### src/rtl/serial_mod_arbiter_if.sv
// serial_mod_arbiter_if: requester, result and status signals of the shared mod-DIVISOR engine
interface serial_mod_arbiter_if #(
   parameter int WIDTH = 8,
   parameter int RES_W = 4
);
   logic             req0_valid, req0_ready, req1_valid, req1_ready;
   logic [WIDTH-1:0] req0_data, req1_data;
   logic             res_valid, res_ready, res_div, res_id, busy;
   logic [RES_W-1:0] res_rem;
   modport slave (
      input  req0_valid, req0_data, req1_valid, req1_data, res_ready,
      output req0_ready, req1_ready, res_valid, res_rem, res_div, res_id, busy
   );
   modport master (
      output req0_valid, req0_data, req1_valid, req1_data, res_ready,
      input  req0_ready, req1_ready, res_valid, res_rem, res_div, res_id, busy
   );
endinterface

### src/rtl/serial_mod_arbiter.sv
// serial_mod_arbiter: round-robin share of one bit-serial mod-DIVISOR residue engine between two requesters.
// Optional SERIAL_MOD_ZERO_SKIP_EN: zero words go straight to DONE without shifting.
module serial_mod_arbiter #(
   parameter int WIDTH   = 8,
   parameter int DIVISOR = 5,
   parameter int RES_W   = 4
) (
   input logic                clk,
   input logic                rst,
   serial_mod_arbiter_if.slave bus
);
   localparam int CW = $clog2(WIDTH);

   if (WIDTH < 2 || DIVISOR < 2 || DIVISOR > 2**RES_W - 1) begin : g_bad_param
      $error("serial_mod_arbiter: illegal WIDTH/DIVISOR/RES_W");
   end

   typedef enum logic [1:0] {IDLE, SHIFT, DONE} state_t;

   state_t           state_q;
   logic [WIDTH-1:0] sh_q;
   logic [RES_W-1:0] res_q, rem_q;
   logic [CW-1:0]    cnt_q;
   logic             last_q, id_q, div_q, valid_q;
   logic             grant, accept;
   logic [WIDTH-1:0] data_sel;
   logic [RES_W:0]   t_d;
   logic [RES_W-1:0] res_d;

   always_comb begin
      grant    = (bus.req0_valid && bus.req1_valid) ? ~last_q : bus.req1_valid;
      accept   = (state_q == IDLE) && !rst && (bus.req0_valid || bus.req1_valid);
      data_sel = grant ? bus.req1_data : bus.req0_data;
      t_d      = {res_q, sh_q[WIDTH-1]};
      // residue < DIVISOR keeps t below 2*DIVISOR, so one conditional subtract suffices
      res_d    = RES_W'(t_d >= (RES_W+1)'(DIVISOR) ? t_d - (RES_W+1)'(DIVISOR) : t_d);
   end

   assign bus.req0_ready = accept && !grant;
   assign bus.req1_ready = accept && grant;
   assign bus.res_valid  = valid_q;
   assign bus.res_rem    = rem_q;
   assign bus.res_div    = div_q;
   assign bus.res_id     = id_q;
   assign bus.busy       = state_q != IDLE;

   always_ff @(posedge clk or posedge rst) begin
      if (rst) begin
         state_q <= IDLE;
         sh_q    <= '0;
         res_q   <= '0;
         cnt_q   <= '0;
         last_q  <= 1'b1;
         id_q    <= 1'b0;
         rem_q   <= '0;
         div_q   <= 1'b0;
         valid_q <= 1'b0;
      end else begin
         case (state_q)
            IDLE: if (accept) begin
               sh_q   <= data_sel;
               res_q  <= '0;
               cnt_q  <= '0;
               id_q   <= grant;
               last_q <= grant;
`ifdef SERIAL_MOD_ZERO_SKIP_EN
               if (data_sel == '0) begin
                  rem_q   <= '0;
                  div_q   <= 1'b1;
                  valid_q <= 1'b1;
                  state_q <= DONE;
               end else begin
                  state_q <= SHIFT;
               end
`else
               state_q <= SHIFT;
`endif
            end
            SHIFT: begin
               res_q <= res_d;
               sh_q  <= {sh_q[WIDTH-2:0], 1'b0};
               cnt_q <= cnt_q + CW'(1);
               if (cnt_q == CW'(WIDTH - 1)) begin
                  rem_q   <= res_d;
                  div_q   <= res_d == '0;
                  valid_q <= 1'b1;
                  state_q <= DONE;
               end
            end
            DONE: if (bus.res_ready) begin
               valid_q <= 1'b0;
               state_q <= IDLE;
            end
            default: state_q <= IDLE;
         endcase
      end
   end
endmodule
### src/flat_wrapper.sv
// flat-port wrapper written by rule: the top's interface ports become plain ports
module serial_mod_arbiter_flat 
#(
   parameter int WIDTH   = 8,
   parameter int DIVISOR = 5,
   parameter int RES_W   = 4
)
  (clk, rst, bus_req0_valid, bus_req0_data, bus_req1_valid, bus_req1_data, bus_res_ready, bus_req0_ready, bus_req1_ready, bus_res_valid, bus_res_rem, bus_res_div, bus_res_id, bus_busy);
  serial_mod_arbiter_if #(.WIDTH(WIDTH), .RES_W(RES_W)) bus_i ();
  input logic clk;
  input logic rst;
  input wire logic [$bits(bus_i.req0_valid)-1:0] bus_req0_valid;
  input wire logic [$bits(bus_i.req0_data)-1:0] bus_req0_data;
  input wire logic [$bits(bus_i.req1_valid)-1:0] bus_req1_valid;
  input wire logic [$bits(bus_i.req1_data)-1:0] bus_req1_data;
  input wire logic [$bits(bus_i.res_ready)-1:0] bus_res_ready;
  output wire logic [$bits(bus_i.req0_ready)-1:0] bus_req0_ready;
  output wire logic [$bits(bus_i.req1_ready)-1:0] bus_req1_ready;
  output wire logic [$bits(bus_i.res_valid)-1:0] bus_res_valid;
  output wire logic [$bits(bus_i.res_rem)-1:0] bus_res_rem;
  output wire logic [$bits(bus_i.res_div)-1:0] bus_res_div;
  output wire logic [$bits(bus_i.res_id)-1:0] bus_res_id;
  output wire logic [$bits(bus_i.busy)-1:0] bus_busy;
  assign bus_i.req0_valid = bus_req0_valid;
  assign bus_i.req0_data = bus_req0_data;
  assign bus_i.req1_valid = bus_req1_valid;
  assign bus_i.req1_data = bus_req1_data;
  assign bus_i.res_ready = bus_res_ready;
  assign bus_req0_ready = bus_i.req0_ready;
  assign bus_req1_ready = bus_i.req1_ready;
  assign bus_res_valid = bus_i.res_valid;
  assign bus_res_rem = bus_i.res_rem;
  assign bus_res_div = bus_i.res_div;
  assign bus_res_id = bus_i.res_id;
  assign bus_busy = bus_i.busy;
  serial_mod_arbiter #(.WIDTH(WIDTH), .DIVISOR(DIVISOR), .RES_W(RES_W)) u_core (.clk(clk), .rst(rst), .bus(bus_i));
endmodule
### config.mk
export PLATFORM = sky130hd
export DESIGN_NAME = serial_mod_arbiter_flat
export DESIGN_NICKNAME = d
export VERILOG_FILES = /design/src/rtl/serial_mod_arbiter_if.sv /design/src/rtl/serial_mod_arbiter.sv /design/src/flat_wrapper.sv
export SDC_FILE = /design/constraint.sdc
export NUM_CORES = 1
export LEC_CHECK = 0
export BUFFER_PORTS_ARGS = -buffer_cell sky130_fd_sc_hd__clkbuf_2
export CORE_MARGIN = 4
export CORE_UTILIZATION = 40
export CTS_BUF_LIST = sky130_fd_sc_hd__clkbuf_8
export DETAILED_ROUTE_END_ITERATION = 8
export PLACE_DENSITY = 0.65
export SYNTH_ARGS = -nofsm -noshare
export SYNTH_HDL_FRONTEND = slang
export SYNTH_SLANG_ARGS = --single-unit
### constraint.sdc
create_clock -name clk -period 1.4 [get_ports clk]
set_input_delay 0.28 -clock clk [delete_from_list [all_inputs] [get_ports clk]]
set_output_delay 0.28 -clock clk [all_outputs]
set_load 0.01 [all_outputs]
==> impl_summary.md, run 1 <==
Power and ir drop
In this run the power density over the cells is 2220 nW/µm². Overall power consumption after layout is estimated at 3920 µW. The worst vdd rail ir drop is 1200 µV. In this run the static leakage power is 0.000895 µW.

Final layout
After routing the design area is 1770 µm². Compared with the post-synthesis result, the final layout area differs by 45.3%. The count of fill cells added during filler insertion is 249. The share of layout cells above drive strength 1 is 46.7%. The number of nets in the finished design is 210.

In the layout the commonest cells are nand2_1 (29), clkbuf_2 (27), dfrtp_1 (23). The count of non-filler cells in the finished layout is 215. Leaving out fill and tap cells, the most frequent cell in the layout is nand2_1. The antenna diode instance count is 0.

Placed design
The cell count after placement is 205. The wire-length estimate of the detail-placed layout is 2.20 mm. The count of buffers added on input and output ports is 30. At the end of routability-driven placement, the weighted congestion stood at 0.776. After detailed placement, the total cell area comes to 1540 µm².

CTS
The clock root buffer master is clkbuf_8. Clock-pin slew was measured on the worst setup and hold paths at 80 ps. In this run, CTS created clock tree buffers numbering 3.

Counting along the longest clock path gives a buffer depth of 2. After clock tree synthesis, the flow added hold-fix buffers numbering 0. TritonCTS built the clock tree. The number of clock sinks seen by CTS is 25. CTS built an H-tree with a depth of 1. The clock reaches the later pin of the worst-skew pair after 270 ps.

Timing
The highest clock frequency the design can meet is 631 MHz. The post-route clock skew is 2.93 ps. The final clock period utilization by the worst path is 113%. Setup violations remaining at the end of the flow were counted as 10. The hold violation total from the final report is 0.

The final setup slack of the worst path is -185 ps. The relative slew slack is 79.0%. Setup repair after global routing could not meet its margin everywhere.

The final-report max-slew violation count is 0. Subtracting the final worst setup slack from the clock period gives 1580 ps. At the pin with the least slew margin, the transition time is 314 ps.

The tightest hold path in the finished design has a slack of 33.8 ps.

Setup path
The type of the setup path with the least slack is reg -> out. The arrival time at the worst endpoint is 1300 ps. STA classifies the critical path endpoint as an output port. The worst setup path is launched from a flop.

On the critical path, the stage with the largest delay is an instance of dfrtp_1. On the worst path, the slowest cell contributes a delay of 410 ps. The number of cells on the worst reg-to-reg path is 6. Data on the critical path is required at its endpoint by 1120 ps.

The number of buffer and inverter instances along the worst setup path is 2. The critical path goes through nor3_2 > buf_4 > and3_4 > buf_8. The cell type group with the largest total delay on the critical path is flip-flops.

The total number of cells along the worst setup path is 4. Of all nets on the critical path, the largest fanout is 4.

Global route
The via count of the first global-routing pass was 1,174. Entering global routing, the biggest net connects 26 pins. The first global-routing pass estimated 5.20 mm of wire. The total global routing overflow is 0. The number of antenna violations at the first check in global routing came to 0.

In the global route stage, overall resource usage came out at 16.4%.

Floorplan
The width of the chip is 63.1 µm. The area enclosed by the die boundary is 3990 µm². The placeable core region is 2830 µm². For this design the top-level I/O count stands at 31. The floorplan has 19 rows.

The height of the die is 63.1 µm. The initial core utilization is 43.0%.

Outcome
The final reports fail on negative setup slack. The flow ran to the end, but the final reports show violations.

Drt
The number of iterations in the first detailed-routing pass is 5. The detailed router finished its first iteration with 71 violations. The post-detailed-route count of antenna-violating nets is 0. The total DRC errors in the routed layout is 0. The via count normalized by instance count is 5.40. The post-detailed-route wirelength per cell is 14.1 µm. The number of vias in the routed layout is 1,162. Summed over all layers, the routed wires come to 3.03 mm.

Synth
Synthesis instantiated 27 different standard cells from the library. A synthesized cell averages 9.36 µm². The number of nets in the synthesized netlist is 155. The netlist area before placement is 1220 µm². Yosys printed 0 warnings.

The sequential fraction of the synthesis area is 51.5%. Synthesis produced 130 cells. The number of synthesized register bits is 25.

Min path
The classification of the worst-slack hold path is in -> async.

Run
Max-cap violations in this run came to 0.
-- cell usage after synthesis --
cell / number / area, µm²
a22o_1: 3 / 26.3
dfstp_2: 1 / 26.3
o22ai_1: 4 / 25.0
nor2_1: 9 / 33.8
a32o_2: 1 / 11.3
or2_2: 2 / 12.5
a22oi_1: 1 / 7.51
nor4_1: 1 / 6.26
or3_1: 1 / 6.26
a21o_1: 1 / 7.51
nand2b_1: 2 / 12.5
inv_1: 5 / 18.8
and2_1: 3 / 18.8
nor2b_1: 1 / 6.26
nor3_1: 4 / 20.0
a211oi_1: 1 / 7.51
buf_6: 1 / 11.3
nand2_1: 30 / 113
a41o_1: 1 / 10.0
buf_2: 4 / 20.0
a21oi_1: 6 / 30.0
dfrtp_1: 24 / 601
o21ai_0: 9 / 45.0
and3_1: 2 / 12.5
a222oi_1: 7 / 70.1
clkbuf_1: 2 / 7.51
ha_1: 4 / 50.1
-- cell type report --
cell class              instances  area, µm²  area share [%]
repair buffers                 57        403            22.8
well taps                      31       38.8            2.20
inverters                       5       18.8            1.06
flip-flops and latches         25        628            35.6
clock inverters                 1       7.51           0.425
multi-input cells              93        629            35.6
clock buffers                   3       41.3            2.34
-- where the power goes --
part | internal, µW | switching (µW)
clock network | 202 | 230
registers | 1040 | 194
logic | 1170 | 1080
total | 2410 | 1500
-- per-layer routing --
layer  routed length (µm)  vias up  GRT usage [%]  share of wire (%)
li1                     -      577              -                  -
met1                 1250      544           18.7                 41
met2                 1570       34           29.9                 52
met3                  164        7           3.55                5.4
met4                   42        0           5.79                1.4
met5                    0        -              0                  0
-- tightest hold or removal path, delay by kind of cell --
kind	cells	cell delay, ps
buffers and inverters	3	370
-- final timing paths --
path	slack [ps]	startpoint	to
worst max-delay path	-180	u_core.state_q[0]	bus_req1_ready
worst min-delay path	30	rst	u_core.bus.res_valid
worst max register to register	-140	u_core.last_q	u_core.sh_q[5]
worst min register to register	480	u_core.sh_q[3]	u_core.sh_q[3]
max in group asynchronous	1140	rst	u_core.last_q
min in group clk	230	bus_req0_data[0]	u_core.sh_q[0]
-- logic make-up after synthesis --
family	after synthesis	synth area share, %
AND/OR/NAND/NOR	55	19.9
adder cells (fa/ha/maj)	4	4.12
flip-flops	25	51.5
AO/OA/AOI/OAI	34	19.8
buffers and inverters	12	4.73
-- registers in the layout, summed over array words and instances (netlist names) --
name / flops
u_core.sh_q: 8
u_core.bus.res_id: 1
u_core.bus.res_rem: 4
u_core.cnt_q: 3
u_core.state_q: 2
u_core.bus.res_valid: 1
u_core.last_q: 1
u_core.res_q: 4
u_core.bus.res_div: 1
-- metrics by stage --
stage	setup WS (ps)	setup TNS, ps	util, %
CTS	-160	-998	59.8
global placement	-43.8	-237	54.4
detailed placement	-73.4	-510	54.4
floorplan	-61.4	-61.4	-
finish	-185	-1230	62.5
global route	-253	-2260	62.5
-- timing repair --
item / in CTS / in global routing
setup endpoints to repair: 14 / 24
resized for setup: 13 / 23
buffers inserted: 5 / 2
pin swaps: 15 / 8
No activity file was read; power rests on OpenSTA's default activity.
==> run 2, diff against run 1 <==
CORE_MARGIN = 3   (was 4)
==> run 2 against run 1 <==
Clock skew shrank 2.0 ps. Cell count is the same. Critical path type unchanged. Register-to-register slack gained 80 ps. Clock power grew 3%. Critical path depth did not move. The flow still finishes with violations (negative setup slack).
==> impl_summary.md, run 2 (synthesized netlist as in run 1, its figures left out) <==
Setup path
The number of cells on the worst reg-to-reg path is 5 (-1). The largest driver fanout on the critical path was 4 (unchanged). By startpoint and endpoint, the worst setup path is classified as reg -> out.

The required time reported for the critical path endpoint is 1120 ps (about the same). The arrival time at the worst endpoint is 1280 ps (-20 ps). The critical path capture point type is an output port. The startpoint kind of the worst setup timing path is a flop.

Timing
The final-report max-slew violation count was 0 (unchanged). The setup violation total in the final timing report is 10 (unchanged). Setup repair after global routing could not meet its margin everywhere.

The highest clock frequency the design can meet is 642 MHz (+1.7%). The final setup slack of the worst path is -159 ps (+26.1 ps). The transition time at the pin with the least slew margin is 357 ps (+43.0 ps). The hold violation total from the final report is 0 (unchanged). The relative slew slack is 76.2% (-2.8 points). The post-route clock skew came to 0.897 ps (-2.03 ps).

The final critical path time including I/O delays and setup came to 1560 ps (-26.1 ps). The final clock period utilization by the worst path came to 111% (-1.9 points). The aggregate negative setup slack is -697 ps (+528 ps).

The tightest hold margin was 25.0 ps (-8.78 ps).

Placed design
The cell count after placement is 205 (unchanged). The number of buffers added on ports is 30 (unchanged). The global placement routability congestion is 0.896 (+15%).

The placed wire-length estimate after detailed placement came to 2.21 mm (+0.33%).

Drt
The via count normalized by instance count is 5.38 (-0.43%). The detailed-route wire length was 3.09 mm (+1.9%). The post-detailed-route count of antenna-violating nets is 0 (unchanged).

The number of iterations in the first detailed-routing pass is 4 (-1). The number of vias in the routed layout came to 1,157 (-0.43%). The post-detailed-route wirelength per cell is 14.4 µm (+1.9%). The total DRC errors in the routed layout is 0 (unchanged).

The initial DRC count is 93 (+31%).

Global route
The combined global-route utilization of all metal layers is 17.9% (+1.5 points). The total global routing overflow is 0 (unchanged). The number of antenna violations at the first check in global routing is 0 (unchanged). The via count of the first global-routing pass is 1,165 (-0.77%). The pin count of the biggest net entering global routing is 16 (-38%).

The global-route wire length before repair is 5.01 mm (-3.7%).

Final layout
The antenna diode instance count is 0 (unchanged). The largest register by flop count is u_core.sh_q. The count of fill cells added during filler insertion is 235 (-5.6%). The number of nets in the finished design is 210 (unchanged).

The number of flip-flops under the largest register name is 8 (unchanged). The share of layout cells above drive strength 1 is 45.1% (-1.6 points). Leaving out fill and tap cells, the most frequent cell in the layout is nand2_1. The count of non-filler cells in the finished layout is 215 (unchanged). Leaving out fill and tap cells, the most frequent cells in the layout are nand2_1 (29), clkbuf_2 (27), dfrtp_1 (24).

The synthesis-to-finish area growth is 45.6%.

Power and ir drop
The worst vdd rail ir drop is 1120 µV (-6.6%). The power density relative to cell area is 2220 nW/µm² (+0.18%). The leakage power figure came to 0.000897 µW (+0.13%). The sum of internal, switching and leakage power is 3930 µW (+0.39%).

Floorplan
The height of the die is 61.1 µm (-3.2%). The width of the chip is 61.1 µm (-3.2%). The number of top-level pins is 31 (unchanged). The standard-cell row count was 19 (unchanged). The area enclosed by the die boundary is 3740 µm² (-6.2%).

The initial core utilization is 43.0% (unchanged). The placeable core region is 2830 µm² (unchanged).

CTS
The clock insertion delay at the later pin of the skew report is 270 ps (about the same). The CTS tree is done. The CTS H-tree depth is 1 (unchanged). The CTS buffer count is 3 (unchanged). The number of clock sinks seen by CTS is 25 (unchanged). The clock root buffer master is clkbuf_8.

The register clock-pin slew on the reported worst setup and hold paths is 90 ps (about the same). The maximum buffer depth of the clock tree is 2 (unchanged).

Outcome
The final reports fail on negative setup slack. The flow ran to the end, but the final reports show violations.

Min path
The classification of the worst-slack hold path is in -> async.

Run
The max-capacitance violation count is 0 (unchanged).
run 2: critical path, cell delays in order, from the launching register on:
cell and delay (ps):
dfrtp_1 400, nor3_2 180, buf_4 140, and3_4 190, buf_6 100
run 2: repair_timing:
item / in CTS / in global routing
cloned: 0 / 1
resized for setup: 12 / 23
pin swaps: 18 / 9
endpoints found under the setup margin: 17 / 22
hold endpoints to repair: 10 / 0
setup buffers: 3 / 2
hold buffers: 1 / 0
run 2: layout make-up:
type                       count  area [µm²]  share of cell area [%]
clock inverter                 1        7.51                   0.424
multi-input combinational     93         638                    36.0
timing repair buffer          57         399                    22.5
tap                           31        38.8                    2.19
sequential                    25         627                    35.4
inverter                       5        18.8                    1.06
clock buffer                   3        41.3                    2.33
run 2: metal layers:
| layer | share of wire (%) | vias up | global-route usage, % | routed length [µm] |
|---|---|---|---|---|
| met1 | 44 | 552 | 22.0 | 1350 |
| met5 | 0 | - | 0 | 0 |
| met3 | 3.8 | 5 | 3.77 | 117 |
| met4 | 1.6 | 0 | 7.43 | 51 |
| li1 | - | 574 | - | - |
| met2 | 51 | 26 | 30.4 | 1580 |
run 2: power breakdown:
part | internal [µW] | switching (µW)
combinational | 1170 | 1110
clock | 202 | 242
sequential | 1040 | 177
total | 2410 | 1530
run 2: worst paths after layout:
kind | from | to | slack [ps]
worst max-delay path | u_core.state_q[0] | bus_req1_ready | -160
worst min-delay path | rst | u_core.sh_q[0] | 30
worst max register to register | u_core.last_q | u_core.sh_q[4] | -60
worst min register to register | u_core.sh_q[4] | u_core.sh_q[4] | 480
max in group asynchronous | rst | u_core.bus.res_rem[2] | 700
min in group clk | bus_req0_data[0] | u_core.sh_q[0] | 230
run 2: through the flow:
step,area [µm²],utilization (%),worst slack [ps]
6_report,1770,62.6,-159
5_1_grt,1770,62.6,-232
4_1_cts,1680,59.3,-170
3_5_place_dp,1540,54.4,-118
3_3_place_gp,1540,54.4,-43.1
2_1_floorplan,1220,-,-61.4
